<file path="src/rtl/pipeline_ctrl.sv">
// Load/flush sequencer for the five-stage pipeline: freeze on memory busy, flush on redirect, bubble on load-use.
// Optional performance counters are enabled with `define PIPE_CTRL_PERF_EN.
module pipeline_ctrl (
   input  logic        clk,
   input  logic        rst,
   input  logic        imem_busy,
   input  logic        dmem_busy,
   input  logic        idex_mem_read,
   input  logic [4:0]  idex_rd,
   input  logic [4:0]  ifid_rs1,
   input  logic [4:0]  ifid_rs2,
   input  logic        ex_br_taken,
   output logic        pc_load,
   output logic        ifid_load,
   output logic        idex_load,
   output logic        exmem_load,
   output logic        memwb_load,
   output logic        ifid_rst,
   output logic        idex_rst,
   output logic        exmem_rst,
   output logic        memwb_rst,
   output logic        freeze
`ifdef PIPE_CTRL_PERF_EN
   ,
   output logic [31:0] freeze_cycles,
   output logic [31:0] bubble_count,
   output logic [31:0] flush_count
`endif
);

   typedef enum logic [1:0] {INIT, RUN, FREEZE} state_t;

   state_t state, state_nxt;
   logic   pending_flush, pending_flush_nxt;
   logic   f_cond, b_cond, l_cond;
   logic   bubble_ins, flush_app;

   assign f_cond = imem_busy | dmem_busy;
   assign b_cond = ex_br_taken | pending_flush;
   assign l_cond = idex_mem_read & (idex_rd != 5'd0) &
                   ((idex_rd == ifid_rs1) | (idex_rd == ifid_rs2));

   always_ff @(posedge clk or negedge rst) begin
      if (!rst) begin
         state         <= INIT;
         pending_flush <= 1'b0;
      end else begin
         state         <= state_nxt;
         pending_flush <= pending_flush_nxt;
      end
   end

   always_comb begin
      state_nxt         = state;
      pending_flush_nxt = pending_flush;
      pc_load           = 1'b0;
      ifid_load         = 1'b0;
      idex_load         = 1'b0;
      exmem_load        = 1'b0;
      memwb_load        = 1'b0;
      ifid_rst          = 1'b0;
      idex_rst          = 1'b0;
      exmem_rst         = 1'b0;
      memwb_rst         = 1'b0;
      freeze            = 1'b0;
      bubble_ins        = 1'b0;
      flush_app         = 1'b0;
      case (state)
         INIT: begin
            ifid_rst          = 1'b1;
            idex_rst          = 1'b1;
            exmem_rst         = 1'b1;
            memwb_rst         = 1'b1;
            state_nxt         = RUN;
            pending_flush_nxt = 1'b0;
         end
         default: begin
            if (f_cond) begin
               // A redirect seen while held is remembered and applied on release.
               freeze    = 1'b1;
               state_nxt = FREEZE;
               if (ex_br_taken)
                  pending_flush_nxt = 1'b1;
            end else begin
               state_nxt         = RUN;
               pending_flush_nxt = 1'b0;
               if (b_cond) begin
                  pc_load    = 1'b1;
                  ifid_load  = 1'b1;
                  idex_load  = 1'b1;
                  exmem_load = 1'b1;
                  memwb_load = 1'b1;
                  ifid_rst   = 1'b1;
                  idex_rst   = 1'b1;
                  flush_app  = 1'b1;
               end else if (l_cond) begin
                  // Hold PC and IF/ID, drop a NOP into ID/EX, let the back end drain.
                  idex_load  = 1'b1;
                  exmem_load = 1'b1;
                  memwb_load = 1'b1;
                  idex_rst   = 1'b1;
                  bubble_ins = 1'b1;
               end else begin
                  pc_load    = 1'b1;
                  ifid_load  = 1'b1;
                  idex_load  = 1'b1;
                  exmem_load = 1'b1;
                  memwb_load = 1'b1;
               end
            end
         end
      endcase
   end

`ifdef PIPE_CTRL_PERF_EN
   function automatic logic [31:0] sat_inc(input logic [31:0] v);
      return (v == 32'hFFFF_FFFF) ? v : v + 32'd1;
   endfunction

   always_ff @(posedge clk or negedge rst) begin
      if (!rst) begin
         freeze_cycles <= 32'd0;
         bubble_count  <= 32'd0;
         flush_count   <= 32'd0;
      end else begin
         if (freeze)
            freeze_cycles <= sat_inc(freeze_cycles);
         if (bubble_ins)
            bubble_count <= sat_inc(bubble_count);
         if (flush_app)
            flush_count <= sat_inc(flush_count);
      end
   end
`else
   logic unused_perf;
   assign unused_perf = bubble_ins ^ flush_app;
`endif

endmodule
</file>
<file path="config.mk">
export PLATFORM = sky130hd
export DESIGN_NAME = pipeline_ctrl
export DESIGN_NICKNAME = d
export VERILOG_FILES = /design/src/rtl/pipeline_ctrl.sv
export SDC_FILE = /design/constraint.sdc
export NUM_CORES = 1
export LEC_CHECK = 0
export ABC_AREA = 1
export CAP_MARGIN = 0
export CORE_AREA = 4 4 41 43
export DETAILED_ROUTE_END_ITERATION = 16
export DIE_AREA = 0 0 45 47
export GPL_TIMING_DRIVEN = 1
export MAX_ROUTING_LAYER = met4
export PLACE_DENSITY = 0.71
export SLEW_MARGIN = 40
export SYNTH_ARGS = -nofsm -noshare
export SYNTH_HDL_FRONTEND = slang
export SYNTH_SLANG_ARGS = --single-unit
</file>
<file path="constraint.sdc">
create_clock -name clk -period 1.1 [get_ports clk]
set_input_delay 0.22 -clock clk [delete_from_list [all_inputs] [get_ports clk]]
set_output_delay 0.22 -clock clk [all_outputs]
set_load 0.03 [all_outputs]
</file>
==> results of run 1 <==
-- sequential cells by signal, indices dropped and copies added, names as in the netlist --
| register | count |
|---|---|
| state | 2 |
| pending_flush | 1 |
-- through the flow --
stage          hold slack [ns]  cell area [sq um]  setup TNS [ns]
2_1_floorplan          -0.0756                408           -1.61
3_3_place_gp             0.409                721           -4.34
3_5_place_dp             0.412                721           -4.53
4_1_cts                  0.157                795           -3.02
5_1_grt                  0.151                811           -4.04
6_report                 0.164                811           -3.25
-- layer usage --
layer / share of wire (%) / GRT usage (%)
met3: 4.7 / 1.53
met5: 0 / -
met1: 35 / 12.1
met2: 60 / 21.2
met4: 0 / 7.02
-- power groups by stage --
| stage | combinational, uW | sequential, uW | clock [uW] |
|---|---|---|---|
| 2_1_floorplan | 234 | 140 | 0 |
| 3_3_place_gp | 414 | 141 | 0 |
| 3_5_place_dp | 422 | 142 | 0 |
| 4_1_cts | 454 | 140 | 216 |
| 5_1_grt | 514 | 143 | 228 |
| 6_report | 483 | 142 | 202 |
-- worst register-to-register path, cell delays in order, from the launching register on --
cell	delay, ns
dfrtp_1	0.39
nor2_4	0.17
buf_6	0.12
nor2_4	0.05
buf_4	0.14
buf_4	0.13
inv_2	0.05
nor2_1	0.03
-- synth_stat cells --
| master | n | area [sq um] |
|---|---|---|
| nand4_1 | 1 | 6.26 |
| nor2_1 | 11 | 41.3 |
| buf_4 | 4 | 30.0 |
| inv_1 | 10 | 37.5 |
| inv_2 | 5 | 18.8 |
| clkinv_1 | 1 | 3.75 |
| nand2_1 | 24 | 90.1 |
| nand3_1 | 4 | 20.0 |
| xnor2_1 | 2 | 17.5 |
| dfrtp_1 | 3 | 75.1 |
| nor2_2 | 1 | 6.26 |
| o21ai_0 | 2 | 10.0 |
| nor3_1 | 2 | 10.0 |
-- worst max path at each step --
stage,depth (start not counted),endpoint,slack [ns]
2_1_floorplan,5,pc_load,-0.37
3_3_place_gp,10,idex_rst,-0.62
3_5_place_dp,10,idex_rst,-0.66
4_1_cts,5,idex_rst,-0.36
5_1_grt,4,idex_rst,-0.45
6_report,4,idex_rst,-0.41
-- kinds of logic after synthesis --
family / synth area share, %
AND/OR/NAND/NOR: 47.4
buffers and inverters: 24.6
flip-flops: 20.5
AO/OA/AOI/OAI: 2.73
XOR/XNOR: 4.78
-- cell type report --
| class | instances | area, sq um | share of cell area (%) |
|---|---|---|---|
| repair buffers | 39 | 374 | 46.1 |
| multi-input cells | 47 | 256 | 31.6 |
| flip-flops and latches | 3 | 75.1 | 9.26 |
| inverters | 16 | 60.1 | 7.41 |
| clock buffers | 4 | 26.3 | 3.24 |
| well taps | 15 | 18.8 | 2.31 |
-- repair_timing --
action,4_1_cts,5_1_grt
endpoints found under the setup margin,12,12
buffers inserted,1,2
pin swaps,13,7
gates resized for setup,39,10
==> flow_summary_export.csv, run 1 <==
group,metric,value,unit
worst_setup_path,r2r_start,"state[0]",
place,place_congestion,0.650,
timing,period_share,138,%
layout,antenna_cells,0,
worst_setup_path,crit_chain,"clkdlybuf4s50_1 -> nor3_2 -> o21ai_4 -> buf_6",
route,vias,509,
layout,drive_above_1_share,38.5,%
floorplanning,die-area,2120,sq um
timing,fin_crit,1.51,ns
layout,fin_cells,124,
clock_tree,clock_path_buffers,2,
worst_setup_path,path_buf_inv,2,
synthesis,avgSynthCellArea,5.24,sq um
place,place.port_buffers,30,
power,peakVddDrop,0.792,mV
place,pre_cts_ws,-0.660,ns
worst_setup_path,crit_path_max_fanout,2,
power,p_clk_share,24.4,%
synthesis,ys_types,13,
power,power.density,1020,nW/um^2
worst_setup_path,crit_slowest_cell,"clkdlybuf4s50_1",
clock_tree,htreeDepth,1,
route,wl,1.29,mm
layout,most-common-layout-cells,"nand2_1 (24), buf_6 (13), dlygate4sd2_1 (9), inv_1 (8), nor2_1 (8)",
worst_setup_path,startpoint,"ex_br_taken",
worst_setup_path,worst_ep_arrival_time,1.29,ns
route,drc,0,
power,pwr-share-seq,17.1,%
worst_setup_path,critPathCaptureType,"primary output",
worst_setup_path,reg2regPathDepth,7,
global_routing,overflow,0,
layout,fin_nets,131,
clock_tree,clock_latency,0.23,ns
synthesis,yosys_register_bits,3,
global_routing,grt_util_all_layers,11.8,%
synthesis,synth_area,367,sq um
clock_tree,root_buffer,"clkbuf_4",
power,power,826,uW
synthesis,syn_nets,91,
place,dp_cells,118,
power,p_int,500,uW
floorplanning,ios,31,
floorplanning,die-height,47,um
timing,slew-limit-headroom,73.7,%
timing,max_freq,661,MHz
floorplanning,initial_core_util,28.2,%
clock_tree,cts.sinks,3,
timing,setup-violations-final,12,
worst_setup_path,max_stage_delay,0.45,ns
power,combPwrFrac,58.4,%
power,cellLeakagePower,0.000449,uW
synthesis,ys_warn_count,0,
route,firstDrtPassIters,4,
global_routing,grt_pass1_vias,419,
floorplanning,num_rows,13,
power,swShare,39.5,%
hold_path,min_path_type,"in2async",
worst_setup_path,r2r_slack,-0.08,ns
layout,final_common_cell,"nand2_1",
timing,rsz0062_at_grt,"true",
layout,final_util,62.3,%
timing,fin_skew,0.000738,ns
floorplanning,die_w,45,um
layout,fillers,130,
power,p_switching,326,uW
worst_setup_path,crit_type,"in2out",
clock_tree,clk_pin_slew,0.04,ns
clock_tree,postCtsHoldBufs,0,
worst_setup_path,crit_required,0.88,ns
global_routing,grt_max_degree,5,
route,detail-route-antenna-nets,0,
timing,worstMarginPinSlew,0.392,ns
flow_run,max_cap_violations,0,
route,drt_iter0_drc,5,
synthesis,synth-seq-area-share,20.5,%
timing,setup_slack,-0.413,ns
worst_setup_path,critical_path.top_delay_family,"buffers and inverters",
synthesis,synthCells,70,
layout,area.growth.synth_to_final,121,%
route,viasPerCell,4.10,
run_status,outcome,"finished with violations",
run_status,violations,"setup timing",
clock_tree,cts_tree,"built",
global_routing,grt_pass1_wl,1.70,mm
route,wire_per_inst,10.4,um
global_routing,antenna_found_initial,0,
timing,final_hold_viol_count,0,
place,dp_hpwl,972,um
worst_setup_path,reg2reg_to,"pending_flush",
clock_tree,cts-buffers-inserted,3,
floorplanning,core-area,1300,sq um
worst_setup_path,critPathLaunchType,"input pin",
timing,drv_slew,0,
(Power assumes the default switching activity.)
==> run 2, diff against run 1 <==
--- a/config.mk
+++ b/config.mk
@@ -6,13 +6,13 @@
 export NUM_CORES = 1
 export LEC_CHECK = 0
 export ABC_AREA = 1
-export CAP_MARGIN = 0
 export CORE_AREA = 4 4 41 43
 export DETAILED_ROUTE_END_ITERATION = 16
 export DIE_AREA = 0 0 45 47
 export GPL_TIMING_DRIVEN = 1
 export MAX_ROUTING_LAYER = met4
 export PLACE_DENSITY = 0.71
+export SETUP_SLACK_MARGIN = 0.5
 export SLEW_MARGIN = 40
 export SYNTH_ARGS = -nofsm -noshare
 export SYNTH_HDL_FRONTEND = slang
==> run 2 against run 1 <==
Effect of this change:
- sequential share of layout area is 0.19 points higher
- design area is 2.0% lower
- non-clock buffer count is 1 lower
- die area stayed put
- maximum frequency is 2.4% higher
- power is 2.5% lower
- global-route usage is 1.2 points higher
- the run still ends with setup timing left
- core utilization is 1.2 points lower
- highest routed layer is now met4
- critical endpoint unchanged
- first-iteration DRC count is 60% lower
==> flow_summary_export.csv, run 2 (synthesized netlist as in run 1, its figures left out) <==
group,metric,value,unit
place,postPlaceCellArea,721,sq um
worst_setup_path,critPathCaptureType,"primary output",
layout,fin_nets,130,
timing,hold_ws,0.176,ns
layout,stdcell_area,795,sq um
timing,rsz0062_at_grt,"true",
layout,final_common_cell,"nand2_1",
floorplanning,die-area,2120,sq um
layout,antenna_cells,0,
layout,most-common-layout-cells,"nand2_1 (24), buf_6 (13), inv_1 (8), dlygate4sd2_1 (8)",
clock_tree,clk_pin_slew,0.04,ns
worst_setup_path,max_stage_delay,0.38,ns
route,wire_per_inst,9.67,um
clock_tree,cts-buffers-inserted,3,
place,place.port_buffers,30,
run_status,violations,"setup timing",
timing,fin_skew,0.00199,ns
route,detail-route-antenna-nets,0,
worst_setup_path,crit_slowest_cell,"dfrtp_1",
route,drc,0,
layout,seq_area,75.1,sq um
timing,final_hold_viol_count,0,
timing,slew-limit-headroom,86.1,%
floorplanning,die_w,45,um
run_status,outcome,"finished with violations",
power,cellLeakagePower,0.000442,uW
timing,setup_slack,-0.377,ns
global_routing,grt_pass1_wl,1.89,mm
clock_tree,clock_latency,0.23,ns
global_routing,grt_pass1_vias,479,
worst_setup_path,crit_path_max_fanout,3,
route,wl,1.19,mm
global_routing,antenna_found_initial,0,
clock_tree,cts_tree,"built",
layout,largest_register_ff_count,2,
power,power.density,1010,nW/um^2
timing,worstMarginPinSlew,0.208,ns
place,place_congestion,0.651,
timing,period_share,134,%
floorplanning,num_rows,13,
timing,fin_crit,1.48,ns
layout,multi_input_area,259,sq um
timing,setup-violations-final,10,
route,viasPerCell,4.10,
floorplanning,core-area,1300,sq um
worst_setup_path,crit_chain,"nor2_4 -> nor3_2 -> buf_4 -> o21ai_4 -> buf_6",
clock_tree,clock_path_buffers,2,
route,drt_iter0_drc,2,
power,peakVddDrop,0.825,mV
worst_setup_path,crit_required,0.88,ns
timing,max_freq,677,MHz
global_routing,grt_max_degree,5,
layout,regMostFlops,"state",
worst_setup_path,critPathLaunchType,"flop",
flow_run,max_cap_violations,0,
route,firstDrtPassIters,4,
clock_tree,htreeDepth,1,
global_routing,overflow,0,
hold_path,min_path_type,"in2async",
floorplanning,initial_core_util,28.2,%
layout,drive_above_1_share,38.9,%
layout,top_regs,"state (2), pending_flush (1)",
clock_tree,cts.sinks,3,
place,dp_hpwl,959,um
layout,fillers,130,
floorplanning,ios,31,
clock_tree,root_buffer,"clkbuf_4",
timing,drv_slew,0,
worst_setup_path,crit_type,"reg2out",
global_routing,grt_util_all_layers,13.0,%
layout,area.growth.synth_to_final,117,%
layout,final_util,61.1,%
floorplanning,die-height,47,um
worst_setup_path,worst_ep_arrival_time,1.26,ns
route,vias,504,
[run 2: path summary, 6_finish.rpt]
check	to	cells past startpoint	slack, ns	startpoint
hold reg to reg	pending_flush	3	0.70	pending_flush
setup reg to reg	pending_flush	5	0.12	state[1]
hold / removal	state[0]	1	0.18	rst
setup / recovery	idex_rst	5	-0.38	state[1]
max in group asynchronous	state[1]	1	0.77	rst
min in group clk	state[1]	4	0.66	dmem_busy
[run 2: area by class of cell]
type | count | area share (%)
clock buffer | 4 | 3.31
inverter | 16 | 7.56
multi-input combinational | 47 | 32.6
sequential | 3 | 9.45
tap | 15 | 2.36
timing repair buffer | 38 | 44.7
[run 2: power by group]
group | leakage [uW] | internal, uW | switching, uW
sequential | 0.0000355 | 128 | 13.3
clock | 0.0000150 | 136 | 59.9
combinational | 0.000391 | 226 | 242
total | 0.000442 | 491 | 315
[run 2: layer usage]
layer  share of wire (%)  GRT usage [%]  wire, um  vias to the layer above
met3                 5.6          0.383        66                        2
met4                 1.5           7.02        18                        0
met1                  35           12.5       417                      206
met5                   0              -         0                        -
met2                  58           25.7       686                       17
li1                    -              -         -                      279
[run 2: timing repair]
| action | 4_1_cts | 5_1_grt |
|---|---|---|
| gates resized for setup | 46 | 7 |
| endpoints found under the setup margin | 13 | 13 |
| hold buffers | 0 | 0 |
| gates cloned | 0 | 0 |
| pin swaps | 14 | 9 |
| setup buffers | 1 | 0 |
[run 2: through the flow]
step                      instances  setup WS [ns]  setup TNS (ns)  total power (uW)
after floorplan                  70         -0.370           -1.61               374
after global placement          118         -0.620           -4.35               555
after detailed placement        118         -0.635           -4.45               562
after CTS                       123         -0.377           -3.09               825
after global routing            123         -0.427           -3.59               864
final                           123         -0.377           -2.98               806
[run 2: critical path: cells and delay by family (launching register included)]
family	cells	cell delay [ns]
AO/OA/AOI/OAI	1	0.12
buffers and inverters	2	0.30
flip-flops	1	0.38
AND/OR/NAND/NOR	2	0.22
